**src/rtl/vedic_mult_if.sv**
```systemverilog
// Operand/result handshake bundle for the pipelined Vedic multiplier.
// Both sides use valid/ready. A beat moves when valid && ready are high at
// a rising clock edge. The sender holds its payload stable while valid is
// high and ready is low.
interface vedic_mult_if #(
    parameter int WIDTH = 8,
    parameter int TAG_W = 4
);
    logic               in_valid;
    logic               in_ready;
    logic [WIDTH-1:0]   a;
    logic [WIDTH-1:0]   b;
    logic               tsigned;
    logic [TAG_W-1:0]   in_tag;
    logic [2*WIDTH-1:0] c;
    logic [TAG_W-1:0]   out_tag;
    logic               out_valid;
    logic               out_ready;
    logic               busy;

    modport slave (
        input  in_valid, a, b, tsigned, in_tag, out_ready,
        output in_ready, c, out_tag, out_valid, busy
    );

    modport master (
        output in_valid, a, b, tsigned, in_tag, out_ready,
        input  in_ready, c, out_tag, out_valid, busy
    );
endinterface

```
**src/rtl/vedic_mult_pipe.sv**
```systemverilog
// Recursive Vedic (crosswise) unsigned multiplier cell, NxN -> 2N.
// The cell splits down to 2x2 leaves, which are built from plain gates.
module vedic_mult_cell #(
    parameter int N = 2
) (
    input  logic [N-1:0]   x_i,
    input  logic [N-1:0]   y_i,
    output logic [2*N-1:0] p_o
);
    generate
        if (N == 2) begin : g_leaf
            logic t_lo, t_hi, cross_c, top;
            assign t_lo    = x_i[1] & y_i[0];
            assign t_hi    = x_i[0] & y_i[1];
            assign cross_c = t_lo & t_hi;
            assign top     = x_i[1] & y_i[1];
            assign p_o[0]  = x_i[0] & y_i[0];
            assign p_o[1]  = t_lo ^ t_hi;
            assign p_o[2]  = top ^ cross_c;
            assign p_o[3]  = top & cross_c;
        end else begin : g_split
            localparam int H = N / 2;
            logic [N-1:0] ll, lh, hl, hh;
            vedic_mult_cell #(.N(H)) u_ll (.x_i(x_i[H-1:0]), .y_i(y_i[H-1:0]), .p_o(ll));
            vedic_mult_cell #(.N(H)) u_lh (.x_i(x_i[H-1:0]), .y_i(y_i[N-1:H]), .p_o(lh));
            vedic_mult_cell #(.N(H)) u_hl (.x_i(x_i[N-1:H]), .y_i(y_i[H-1:0]), .p_o(hl));
            vedic_mult_cell #(.N(H)) u_hh (.x_i(x_i[N-1:H]), .y_i(y_i[N-1:H]), .p_o(hh));
            // Vertical + crosswise terms. The exact product always fits in 2N bits.
            assign p_o = {{N{1'b0}}, ll}
                       + ({{N{1'b0}}, lh} << H)
                       + ({{N{1'b0}}, hl} << H)
                       + {hh, {N{1'b0}}};
        end
    endgenerate
endmodule

// Three-stage signed/unsigned Vedic multiplier with a tag sideband.
// S1 holds magnitudes and sign flags. S2 holds four half-width partial products.
// S3 holds the sign-corrected sum. The whole pipe stalls together on back-pressure.
module vedic_mult_pipe #(
    parameter int WIDTH = 8,
    parameter int TAG_W = 4
) (
    input  logic        clk,
    input  logic        rst,
    vedic_mult_if.slave bus,
    output logic        dbg_carry_o
);
    localparam int H  = WIDTH / 2;
    localparam int PW = 2 * WIDTH;

    generate
        if (!(WIDTH == 4 || WIDTH == 8 || WIDTH == 16 || WIDTH == 32)) begin : g_bad_width
            $error("vedic_mult_pipe: WIDTH must be 4, 8, 16 or 32");
        end
    endgenerate

    logic adv;

    logic             v1_q, sa1_q, sb1_q;
    logic [WIDTH-1:0] ma1_q, mb1_q;
    logic [TAG_W-1:0] tag1_q;
    logic             sa_d, sb_d;
    logic [WIDTH-1:0] ma_d, mb_d;

    logic             v2_q, neg2_q;
    logic [WIDTH-1:0] ll2_q, lh2_q, hl2_q, hh2_q;
    logic [TAG_W-1:0] tag2_q;
    logic [WIDTH-1:0] ll_d, lh_d, hl_d, hh_d;

    logic             v3_q;
    logic [PW-1:0]    c3_q;
    logic [TAG_W-1:0] tag3_q;
    logic [PW:0]      sum_ext;
    logic [PW-1:0]    c3_d;

    // A full output slot blocks every stage. Empty slots (bubbles) are not squeezed out.
    assign adv          = !v3_q || bus.out_ready;
    assign bus.in_ready = adv;
    assign bus.out_valid = v3_q;
    assign bus.c        = c3_q;
    assign bus.out_tag  = tag3_q;
    assign bus.busy     = v1_q | v2_q | v3_q;

    // S1 prep: sign flags and magnitudes. The most negative value maps to 2^(WIDTH-1).
    always_comb begin
        sa_d = bus.tsigned & bus.a[WIDTH-1];
        sb_d = bus.tsigned & bus.b[WIDTH-1];
        ma_d = sa_d ? (~bus.a + {{(WIDTH-1){1'b0}}, 1'b1}) : bus.a;
        mb_d = sb_d ? (~bus.b + {{(WIDTH-1){1'b0}}, 1'b1}) : bus.b;
    end

    // S1 register: capture an operation on each accepted beat.
    always_ff @(posedge clk) begin
        if (rst) begin
            v1_q   <= 1'b0;
            sa1_q  <= 1'b0;
            sb1_q  <= 1'b0;
            ma1_q  <= '0;
            mb1_q  <= '0;
            tag1_q <= '0;
        end else if (adv) begin
            v1_q   <= bus.in_valid;
            sa1_q  <= sa_d;
            sb1_q  <= sb_d;
            ma1_q  <= ma_d;
            mb1_q  <= mb_d;
            tag1_q <= bus.in_tag;
        end
    end

    vedic_mult_cell #(.N(H)) u_pp_ll (.x_i(ma1_q[H-1:0]),     .y_i(mb1_q[H-1:0]),     .p_o(ll_d));
    vedic_mult_cell #(.N(H)) u_pp_lh (.x_i(ma1_q[H-1:0]),     .y_i(mb1_q[WIDTH-1:H]), .p_o(lh_d));
    vedic_mult_cell #(.N(H)) u_pp_hl (.x_i(ma1_q[WIDTH-1:H]), .y_i(mb1_q[H-1:0]),     .p_o(hl_d));
    vedic_mult_cell #(.N(H)) u_pp_hh (.x_i(ma1_q[WIDTH-1:H]), .y_i(mb1_q[WIDTH-1:H]), .p_o(hh_d));

    // S2 register: four partial products plus the result sign.
    always_ff @(posedge clk) begin
        if (rst) begin
            v2_q   <= 1'b0;
            neg2_q <= 1'b0;
            ll2_q  <= '0;
            lh2_q  <= '0;
            hl2_q  <= '0;
            hh2_q  <= '0;
            tag2_q <= '0;
        end else if (adv) begin
            v2_q   <= v1_q;
            neg2_q <= sa1_q ^ sb1_q;
            ll2_q  <= ll_d;
            lh2_q  <= lh_d;
            hl2_q  <= hl_d;
            hh2_q  <= hh_d;
            tag2_q <= tag1_q;
        end
    end

    // S3 combine: the sum uses one spare bit so that the carry can be observed. Then the sign is applied.
    always_comb begin
        sum_ext = {{(WIDTH+1){1'b0}}, ll2_q}
                + ({{(WIDTH+1){1'b0}}, lh2_q} << H)
                + ({{(WIDTH+1){1'b0}}, hl2_q} << H)
                + ({{(WIDTH+1){1'b0}}, hh2_q} << WIDTH);
        c3_d = neg2_q ? (~sum_ext[PW-1:0] + {{(PW-1){1'b0}}, 1'b1}) : sum_ext[PW-1:0];
    end

    assign dbg_carry_o = sum_ext[PW];

    // S3 register: the visible result, held while the consumer stalls.
    always_ff @(posedge clk) begin
        if (rst) begin
            v3_q   <= 1'b0;
            c3_q   <= '0;
            tag3_q <= '0;
        end else if (adv) begin
            v3_q   <= v2_q;
            c3_q   <= c3_d;
            tag3_q <= tag2_q;
        end
    end
endmodule
```
**src/flat_wrapper.sv**
```systemverilog
// flat-port wrapper written by rule: the top's interface ports become plain ports
module vedic_mult_pipe_flat 
#(
    parameter int WIDTH = 8,
    parameter int TAG_W = 4
)
  (clk, rst, dbg_carry_o, bus_in_valid, bus_a, bus_b, bus_tsigned, bus_in_tag, bus_out_ready, bus_in_ready, bus_c, bus_out_tag, bus_out_valid, bus_busy);
  vedic_mult_if #(.WIDTH(WIDTH), .TAG_W(TAG_W)) bus_i ();
  input  logic clk;
  input  logic rst;
  output logic dbg_carry_o;
  input wire logic [$bits(bus_i.in_valid)-1:0] bus_in_valid;
  input wire logic [$bits(bus_i.a)-1:0] bus_a;
  input wire logic [$bits(bus_i.b)-1:0] bus_b;
  input wire logic [$bits(bus_i.tsigned)-1:0] bus_tsigned;
  input wire logic [$bits(bus_i.in_tag)-1:0] bus_in_tag;
  input wire logic [$bits(bus_i.out_ready)-1:0] bus_out_ready;
  output wire logic [$bits(bus_i.in_ready)-1:0] bus_in_ready;
  output wire logic [$bits(bus_i.c)-1:0] bus_c;
  output wire logic [$bits(bus_i.out_tag)-1:0] bus_out_tag;
  output wire logic [$bits(bus_i.out_valid)-1:0] bus_out_valid;
  output wire logic [$bits(bus_i.busy)-1:0] bus_busy;
  assign bus_i.in_valid = bus_in_valid;
  assign bus_i.a = bus_a;
  assign bus_i.b = bus_b;
  assign bus_i.tsigned = bus_tsigned;
  assign bus_i.in_tag = bus_in_tag;
  assign bus_i.out_ready = bus_out_ready;
  assign bus_in_ready = bus_i.in_ready;
  assign bus_c = bus_i.c;
  assign bus_out_tag = bus_i.out_tag;
  assign bus_out_valid = bus_i.out_valid;
  assign bus_busy = bus_i.busy;
  vedic_mult_pipe #(.WIDTH(WIDTH), .TAG_W(TAG_W)) u_core (.clk(clk), .rst(rst), .bus(bus_i), .dbg_carry_o(dbg_carry_o));
endmodule
```
**config.mk**
```make
export PLATFORM = sky130hd
export DESIGN_NAME = vedic_mult_pipe_flat
export DESIGN_NICKNAME = d
export VERILOG_FILES = /design/src/rtl/vedic_mult_if.sv /design/src/rtl/vedic_mult_pipe.sv /design/src/flat_wrapper.sv
export SDC_FILE = /design/constraint.sdc
export NUM_CORES = 1
export LEC_CHECK = 0
export CORE_MARGIN = 2
export CORE_UTILIZATION = 40
export DETAILED_ROUTE_END_ITERATION = 10
export DONT_BUFFER_PORTS = 1
export PLACE_DENSITY = 0.59
export SYNTH_ARGS = -nofsm -noshare
export SYNTH_HDL_FRONTEND = slang
export SYNTH_SLANG_ARGS = --single-unit
export TNS_END_PERCENT = 20
```
**constraint.sdc**
```tcl
create_clock -name clk -period 9.03 [get_ports clk]
set_clock_uncertainty 0.15 [all_clocks]
set_input_delay 2.2575 -clock clk [delete_from_list [all_inputs] [get_ports clk]]
set_output_delay 2.2575 -clock clk [all_outputs]
set_load 0.05 [all_outputs]
```
==> run_results.csv <==
group,metric,value,unit
yosys,ys_seq_area_frac,0.268,
yosys,netlist_instances,754,
power_and_ir_drop,vdd.ir_drop.worst,0.105,mV
floorplan,start_util,0.406,
clock_network,cts_inserted_buffers,9,
yosys,synth.net_count,874,
clock_network,clkSlewWorstSetupHoldPaths,0.06,ns
detailed_routing,met2WireLength,6.02,mm
yosys,synth_edf_count,0,
clock_network,post_cts_buffers,0,
sta,timing.hold.ws,0.296,ns
clock_network,cts_hold_buf,0,
placement,dpl_worst_slack,3.13,ns
setup_path,worstPathArrival,3.85,ns
sta,rsz0062_at_grt,"false",
floorplan,core,15100,um^2
sta,setup_viol_count_final,0,
floorplan,die_x,128,um
flow_run,cap_violations,0,
sta,relSlewSlack,0.330,
detailed_routing,vias_per_cell,5.28,
floorplan,io-pin-count,49,
detailed_routing,routed_wl,13.0,mm
layout,antenna_cells,0,
sta,hold_viol_final,0,
power_and_ir_drop,report.power.total,934,uW
clock_network,cts_tree,"yes",
clock_network,htreeDepth,3,
sta,tns,0,ns
detailed_routing,first_pass_iters,4,
clock_network,clkLatencyLatePin,0.34,ns
global_route,grt_pass1_wl,22.5,mm
detailed_routing,drt-met1-wl,6.38,mm
setup_path,cp_num_buf_inv,1,
setup_path,cp_top_family,"compound AO/OA/AOI/OAI gates",
global_route,grt_max_degree,106,
floorplan,dieArea,16300,um^2
detailed_routing,detail_route.wl_per_cell,14.0,um
setup_path,endpoint_kind,"output port",
setup_path,crit_fanout,5,
yosys,synth_seq_cells,82,
yosys,synth_warnings,0,
yosys,netlist_area,6120,um^2
setup_path,startpoint_type,"register",
detailed_routing,drc_errors,0,
floorplan,num_rows,45,
layout,post-route-util,0.433,
placement,hpwl,9.72,mm
sta,setup_ws,2.77,ns
global_route,grt_pass1_vias,4791,
sta,worstMarginPinSlew,1.00,ns
layout,n_fill_cell,1525,
yosys,synth.area.top_cells,"dfxtp_1 (27%), ha_1 (14%), fa_1 (8.5%), nand2_1 (6.4%), and2_1 (6.2%)",
sta,fmax,160,MHz
detailed_routing,drtIter0Drc,215,
clock_network,cts_sinks,82,
layout,multi_input_area,4100,um^2
sta,fin_crit,6.26,ns
clock_network,cts.repair.resized,0,
detailed_routing,antenna_left,0,
global_route,overflow,0,
sta,finalMaxSlewViolations,0,
layout,ff_latch_area,1640,um^2
yosys,syn_avg_cell_area,8.12,um^2
min_path,hp-class,"reg -> reg",
layout,layout_commonest_cell,"nand2_1",
global_route,antenna_found_initial,0,
setup_path,path_cells,"ha_1 > a21o_1 > a21oi_1 > nor2b_1 > o21ai_0 > xor2_1 > fa_1 > inv_1 > ha_1 > o211ai_1 > o21ai_0 > and3_1 > o211a_1",
yosys,synth.largest_area_cell,"dfxtp_1",
detailed_routing,wl_met3,373,um
yosys,synth_top_area_share,0.268,
yosys,synthDistinctLibCells,54,
floorplan,die_h,128,um
clock_network,cts-root-buf,"clkbuf_16",
setup_path,max_stage_delay,0.50,ns
power_and_ir_drop,power_density,143,nW/um^2
detailed_routing,routed.top_layer,"met4",
layout,nets,854,
sta,timing.final.crit_share,0.693,
detailed_routing,vias,4895,
placement,numPortBuffers,0,
setup_path,cp_slowest_cell,"fa_1",
setup_path,worstPathRequired,6.62,ns
yosys,async_flop_share,0,
power_and_ir_drop,p_leak,3.04,nW
layout,syn_to_final_growth,6.87,%
placement,place_congestion,0.820,
clock_network,cts_max_path_buffers,2,
status,status,"finished clean",
setup_path,path_class,"reg -> out",
global_route,track_usage,0.168,
layout,layout_common_cells,"nand2_1 (104), dfxtp_1 (82), a21oi_1 (74), inv_1 (70), ha_1 (69)",
layout,drive_above_1_share,0.0379,
yosys,yosys_most_used_dff,"dfxtp_1",
## stage by stage
| step | instances | cell area (um^2) |
|---|---|---|
| after detailed placement | 911 | 6250 |
| after floorplan | 754 | 6120 |
| final | 927 | 6540 |
| after CTS | 927 | 6540 |
| after global routing | 927 | 6540 |
| after global placement | 911 | 6250 |
## worst paths after layout
kind	from	end	slack, ns	cells past startpoint
worst max-delay path	u_core.lh2_q[1]	dbg_carry_o	2.77	13
worst max register to register	u_core.lh2_q[1]	u_core.bus.c[11]	4.68	15
worst min-delay path	u_core.tag2_q[1]	u_core.tag2_q[1]	0.30	2
worst min register to register	u_core.tag2_q[1]	u_core.tag2_q[1]	0.30	2
## report_power, final
part           switching, mW  internal, mW
Sequential            0.0539         0.384
Combinational         0.0782        0.0655
Clock                  0.156         0.196
## worst min-delay path, stage by stage (launching register included)
cell,delay (ns)
dfxtp_1,0.31
nand2_1,0.05
a21oi_1,0.05
## flip-flops by register name, summed over array words and instances (netlist names)
register / count
u_core.ma1_q: 8
u_core.tag2_q: 4
u_core.hh2_q: 8
u_core.lh2_q: 8
u_core.v1_q: 1
u_core.bus.out_valid: 1
u_core.ll2_q: 8
u_core.mb1_q: 8
u_core.v2_q: 1
u_core.neg2_q: 1
u_core.bus.c: 16
u_core.sa1_q: 1
u_core.sb1_q: 1
u_core.bus.out_tag: 4
u_core.tag1_q: 4
u_core.hl2_q: 8
## cells in the mapped netlist, drive strengths merged, types with 3 or more instances
cell type  count
nand2        104
dfxtp         82
a21oi         74
inv           70
ha            69
and2          61
nor2          46
clkbuf        31
fa            26
a211oi        23
xnor2         18
o21ai         17
nand3         16
xor2          16
a21o          12
a311oi         8
or3            8
nor2b          7
nor3           6
o31ai          6
o21a           5
and3           4
or2            4
a31oi          3
nand2b         3
o2111ai        3
## logic make-up after synthesis
family | count (synthesis) | synth area share
buffers and inverters | 104 | 0.0638
adder cells (fa/ha/maj) | 95 | 0.226
XOR/XNOR | 34 | 0.0487
multiplexers | 1 | 0.00164
AO/OA/AOI/OAI | 169 | 0.177
AND/OR/NAND/NOR | 269 | 0.214
flip-flops | 82 | 0.268
## routing by layer
metal	global-route usage	up-vias
met5	0	-
met4	0.0440	0
met3	0.0334	19
met2	0.275	65
met1	0.226	2292
li1	-	2519
## final cells by class
cell class / instances / share of cell area
clock buffers: 10 / 0.0365
clock inverters: 6 / 0.00708
inverters: 71 / 0.0409
multi-input cells: 568 / 0.626
flip-flops and latches: 82 / 0.251
well taps: 188 / 0.0360
repair buffers: 2 / 0.00230
No activity file was read; power rests on OpenSTA's default activity.
==> variant 1, RTL diff (config.mk and constraints unchanged) <==
Reset style: asynchronous (`rst`), changed in 3 clocked blocks.
--- a/src/rtl/vedic_mult_pipe.sv
+++ b/src/rtl/vedic_mult_pipe.sv
@@ -92,5 +92,5 @@
 
     // S1 register: capture an operation on each accepted beat.
-    always_ff @(posedge clk) begin
+    always_ff @(posedge clk or posedge rst) begin
         if (rst) begin
             v1_q   <= 1'b0;
@@ -116,5 +116,5 @@
 
     // S2 register: four partial products plus the result sign.
-    always_ff @(posedge clk) begin
+    always_ff @(posedge clk or posedge rst) begin
         if (rst) begin
             v2_q   <= 1'b0;
@@ -148,5 +148,5 @@
 
     // S3 register: the visible result, held while the consumer stalls.
-    always_ff @(posedge clk) begin
+    always_ff @(posedge clk or posedge rst) begin
         if (rst) begin
             v3_q   <= 1'b0;
Behaviour: not the same (a bounded check fails within 4 cycles, from zero or initial values and one cycle with rst high; the reset may be asserted at any time).
==> variant 1 against the unedited design <==
- sequential cell count unchanged
- die area up 2.9%
- worst setup slack better by 0.092 ns
- final area up 3.9%
- routed wire length down 2.3%
- critical path depth unchanged
- via count down 6.9%
- area after synthesis up 3.0%
- critical endpoint unchanged
Power is not compared: it rests on default switching activity, and its combinational part moved more than twofold at a synthesized area within 25%.
==> variant 1: results <==
metrics = {
    "run_status": {
        "outcome": "complete, no violations",
    },
    "grt": {
        "antenna_found_initial": 0,
        "grt_max_degree": 105,
        "grt_pass1_vias": 4449,
        "grt_overflow": 0,
        "grt_pass1_wl_um": 21600,
        "grt_usage_pct": 16.42,
    },
    "sta": {
        "tightestPinTransition_ns": 0.9310,
        "hold_viol_final": 0,
        "tns_ns": 0,
    },
    "yosys": {
        "ys_top_cells_by_area": "dfrtp_1 (33%), ha_1 (14%), fa_1 (8.3%)",
        "netlist_instances": 713,
        "synth_warnings": 0,
        "synth-compound-area-share_pct": 11.49,
        "synthMuxAreaShare_pct": 0.6550,
        "synth.distinct_cells": 57,
        "async_flop_share_pct": 100.0,
        "synthTopCellsByCount": "nand2_1 (131), dfrtp_1 (82), inv_1 (81), ha_1 (69), and2_1 (60)",
        "seq_area_frac_synth_pct": 32.55,
        "syn_nets": 833,
        "synth_fa_ha_area_share_pct": 21.95,
        "synth_xor_area_share_pct": 6.391,
    },
    "critical_path": {
        "critPathCapture": "dbg_carry_o",
        "rr_worst_depth": 17,
        "arrival_ns": 3.76,
        "crit_fanout": 7,
        "timing.rr.start": "u_core.lh2_q[0]",
        "crit_path_start": "u_core.lh2_q[1]",
        "critical-path-slowest-cell": "fa_1",
        "rr_endpoint": "u_core.bus.c[15]",
        "max_stage_delay_ns": 0.49,
        "ff2ff_setup_slack_ns": 4.73,
    },
    "finish": {
        "diodes": 0,
        "largest_reg_flops": 16,
        "layout-drive-gt1-share_pct": 4.782,
        "fillers": 1530,
    },
    "clocking": {
        "path_clk_slew_ns": 0.07,
        "ctsResizeCount": 0,
        "post-cts-setup-buffers": 0,
    },
    "min_path": {
        "hold_depth": 2,
        "min_from": "u_core.tag2_q[0]",
        "min_to": "u_core.tag2_q[0]",
    },
    "detailed_routing": {
        "drtIter0Drc": 209,
        "routed_wl_um": 12680,
        "num_vias": 4556,
    },
    "placement": {
        "hpwlAfterDp_um": 9439,
        "placed_cell_area_um2": 6510,
        "gp_congestion": 0.8343,
    },
    "power_and_ir_drop": {
        "cellLeakagePower_nw": 3.417,
        "vdd_drop_max_mv": 0.1758,
        "switching_share_pct": 50.33,
    },
}
==> variant 1: cell count changes after synthesis, sizes merged, moves of 7 or more <==
cell and delta:
xor2 +13, dfrtp +82, inv +12, a211oi -21, clkbuf -12, nor2 -21
nand2 +27, o21ai +33, dfxtp -82, a21oi -45, a311oi -7
==> variant 1: per-stage QoR <==
stage	power [mW]	setup WS, ns	instances	hold slack, ns
2_1_floorplan	1.977	3.467	713	0.2886
3_3_place_gp	2.224	3.229	906	0.2995
3_5_place_dp	2.276	3.214	906	0.3057
4_1_cts	2.650	2.838	922	0.3209
5_1_grt	2.890	2.621	922	0.3391
6_report	2.615	2.860	922	0.3155
==> variant 1: worst max-delay path, delay by kind of cell, from the launching register on <==
family / cells / cell delay [ns]
compound gates: 7 / 1.60
flops: 1 / 0.39
fa+ha+maj: 3 / 1.19
xor+xnor: 1 / 0.12
simple gates: 1 / 0.09
buf+inv: 1 / 0.04
==> variant 1: logic make-up (layout without fill, tap and decap cells) <==
kind of cell / count (synthesis) / count (layout)
flops: 82 / 82
fa+ha+maj: 95 / 95
xor+xnor: 46 / 46
compound gates: 114 / 114
mux: 4 / 4
simple gates: 269 / 269
buf+inv: 103 / 101
==> variant 1: area by class of cell <==
cell class	count	share of cell area [%]
Inverter	82	4.550
Tap cell	211	3.887
Clock inverter	7	0.8473
Multi-Input combinational cell	528	56.86
Sequential cell	82	30.21
Clock buffer	9	3.316
Timing Repair Buffer	3	0.3316
==> variant 1: routing by layer <==
metal / routed length (um) / global-route usage [%] / up-vias
li1: - / - / 2317
met1: 6128 / 22.33 / 2146
met2: 5907 / 26.19 / 75
met3: 369 / 3.592 / 18
met4: 269 / 5.376 / 0
met5: 0 / 0 / -
==> variant 2, RTL diff (same settings) <==
Made on the original files. `TAG_W` is set to 4 in 3 places; all go to 6.
--- a/src/rtl/vedic_mult_if.sv
+++ b/src/rtl/vedic_mult_if.sv
@@ -5,5 +5,5 @@
 interface vedic_mult_if #(
     parameter int WIDTH = 8,
-    parameter int TAG_W = 4
+    parameter int TAG_W = 6
 );
     logic               in_valid;
--- a/src/rtl/vedic_mult_pipe.sv
+++ b/src/rtl/vedic_mult_pipe.sv
@@ -40,5 +40,5 @@
 module vedic_mult_pipe #(
     parameter int WIDTH = 8,
-    parameter int TAG_W = 4
+    parameter int TAG_W = 6
 ) (
     input  logic        clk,
--- a/src/flat_wrapper.sv
+++ b/src/flat_wrapper.sv
@@ -3,5 +3,5 @@
 #(
     parameter int WIDTH = 8,
-    parameter int TAG_W = 4
+    parameter int TAG_W = 6
 )
   (clk, rst, dbg_carry_o, bus_in_valid, bus_a, bus_b, bus_tsigned, bus_in_tag, bus_out_ready, bus_in_ready, bus_c, bus_out_tag, bus_out_valid, bus_busy);
Ports: changed (resized bus_in_tag and bus_out_tag); port bits go from 49 to 53. No check against the original RTL was run, so the function may have changed too.
==> variant 2 against the unedited design <==
- die area grew 1.3%
- highest routed layer unchanged
- area after synthesis grew 1.4%
- final area is 1.4% higher
- via count fell by 1.7%
- global-route usage shrank 0.18 points
- critical endpoint unchanged
- worst hold slack about the same
- worst setup slack better by 0.049 ns
- total power up 4.1%
- sequential cell count grew 6
- register-to-register slack gained 0.02 ns
- routed wire length up 0.72%
==> variant 2: results <==
metrics = {
    "yosys": {
        "ys_top_cells_by_area": "dfxtp_1 (28%), ha_1 (14%), fa_1 (8.4%)",
        "syn_nets": 886,
        "synth.distinct_cells": 45,
        "synthTopCellsByCount": "nand2_1 (118), dfxtp_1 (88), a21oi_1 (76), inv_1 (72), ha_1 (69)",
        "seq_area_frac_synth_pct": 28.39,
    },
    "placement": {
        "port_buffers": 0,
        "hpwlAfterDp_um": 9633,
        "gp_congestion": 0.7758,
    },
    "critical_path": {
        "arrival_ns": 3.81,
        "max_stage_delay_ns": 0.44,
        "path_delay_family": "adder cells",
        "crit_fanout": 6,
        "crit_path_start": "u_core.ll2_q[4]",
    },
    "detailed_routing": {
        "first_pass_iters": 4,
        "wl_per_cell_um": 13.96,
        "drtIter0Drc": 174,
        "viasPerCell": 5.140,
    },
    "grt": {
        "grt_pass1_wl_um": 22270,
        "grt_pass1_vias": 4688,
        "grt_usage_pct": 16.57,
        "grt_max_degree": 112,
    },
    "clocking": {
        "cts_made_buffers": 9,
    },
    "finish": {
        "fillers": 1527,
        "nets": 865,
        "largest_reg_flops": 16,
        "layout-drive-gt1-share_pct": 3.342,
        "diodes": 0,
    },
    "power_and_ir_drop": {
        "cellLeakagePower_nw": 3.151,
        "vdd_drop_max_mv": 0.07790,
    },
    "sta": {
        "tightestPinTransition_ns": 1.056,
    },
    "run_status": {
        "outcome": "complete, no violations",
    },
    "min_path": {
        "hp-class": "reg2reg",
    },
}
variant 2: cells by family (layout without fill, tap and decap cells):
family                   after synthesis  count (layout)  share of synthesized area, %
multiplexers                           2               2                        0.3227
buffers and inverters                106              90                         6.413
XOR/XNOR                              37              37                         5.223
AND/OR/NAND/NOR                      275             275                         20.95
AO/OA/AOI/OAI                        161             161                         16.39
adder cells (fa/ha/maj)               95              95                         22.30
flip-flops                            88              88                         28.39
variant 2: report_power, final:
| part | total, mW | internal, mW | switching [mW] |
|---|---|---|---|
| registers | 0.465 | 0.411 | 0.0535 |
| clock network | 0.376 | 0.215 | 0.161 |
| logic | 0.131 | 0.0581 | 0.0734 |
variant 2: area by class of cell:
type	count	area, um^2	area share, %
tap	188	235.2	3.547
clock inverter	7	70.07	1.056
multi-input combinational	570	4053	61.10
sequential	88	1762	26.56
inverter	72	272.8	4.112
timing repair buffer	2	15.01	0.2264
clock buffer	9	225.2	3.396
variant 2: tightest hold or removal path, delay by kind of cell, from the launching register on:
kind	cells	cell delay, ns
AOI/OAI and AO/OA	1	0.05
and+or+nand+nor	1	0.05
DFF	1	0.31
variant 2: metal layers:
metal,wire length [um],up-vias,track usage (%)
met3,313,7,3.617
met1,6569,2239,22.93
met5,0,-,0
met2,6082,52,27.07
met4,98,0,2.877
li1,-,2513,-
variant 2: worst paths after layout:
check        cells after the start  slack, ns                to
max                             13       2.82       dbg_carry_o
min                              2       0.30  u_core.tag2_q[1]
max reg2reg                     15       4.70  u_core.bus.c[15]
min reg2reg                      2       0.30  u_core.tag2_q[1]
variant 2: through the flow:
stage	setup slack, ns	cell area (um^2)	power, mW	instances
2_1_floorplan	3.301	6205	0.5763	764
3_3_place_gp	3.235	6337	0.6014	920
4_1_cts	2.774	6633	0.9846	936
5_1_grt	2.574	6633	1.025	936
6_report	2.817	6633	0.9726	936
3_5_place_dp	3.162	6337	0.6053	920
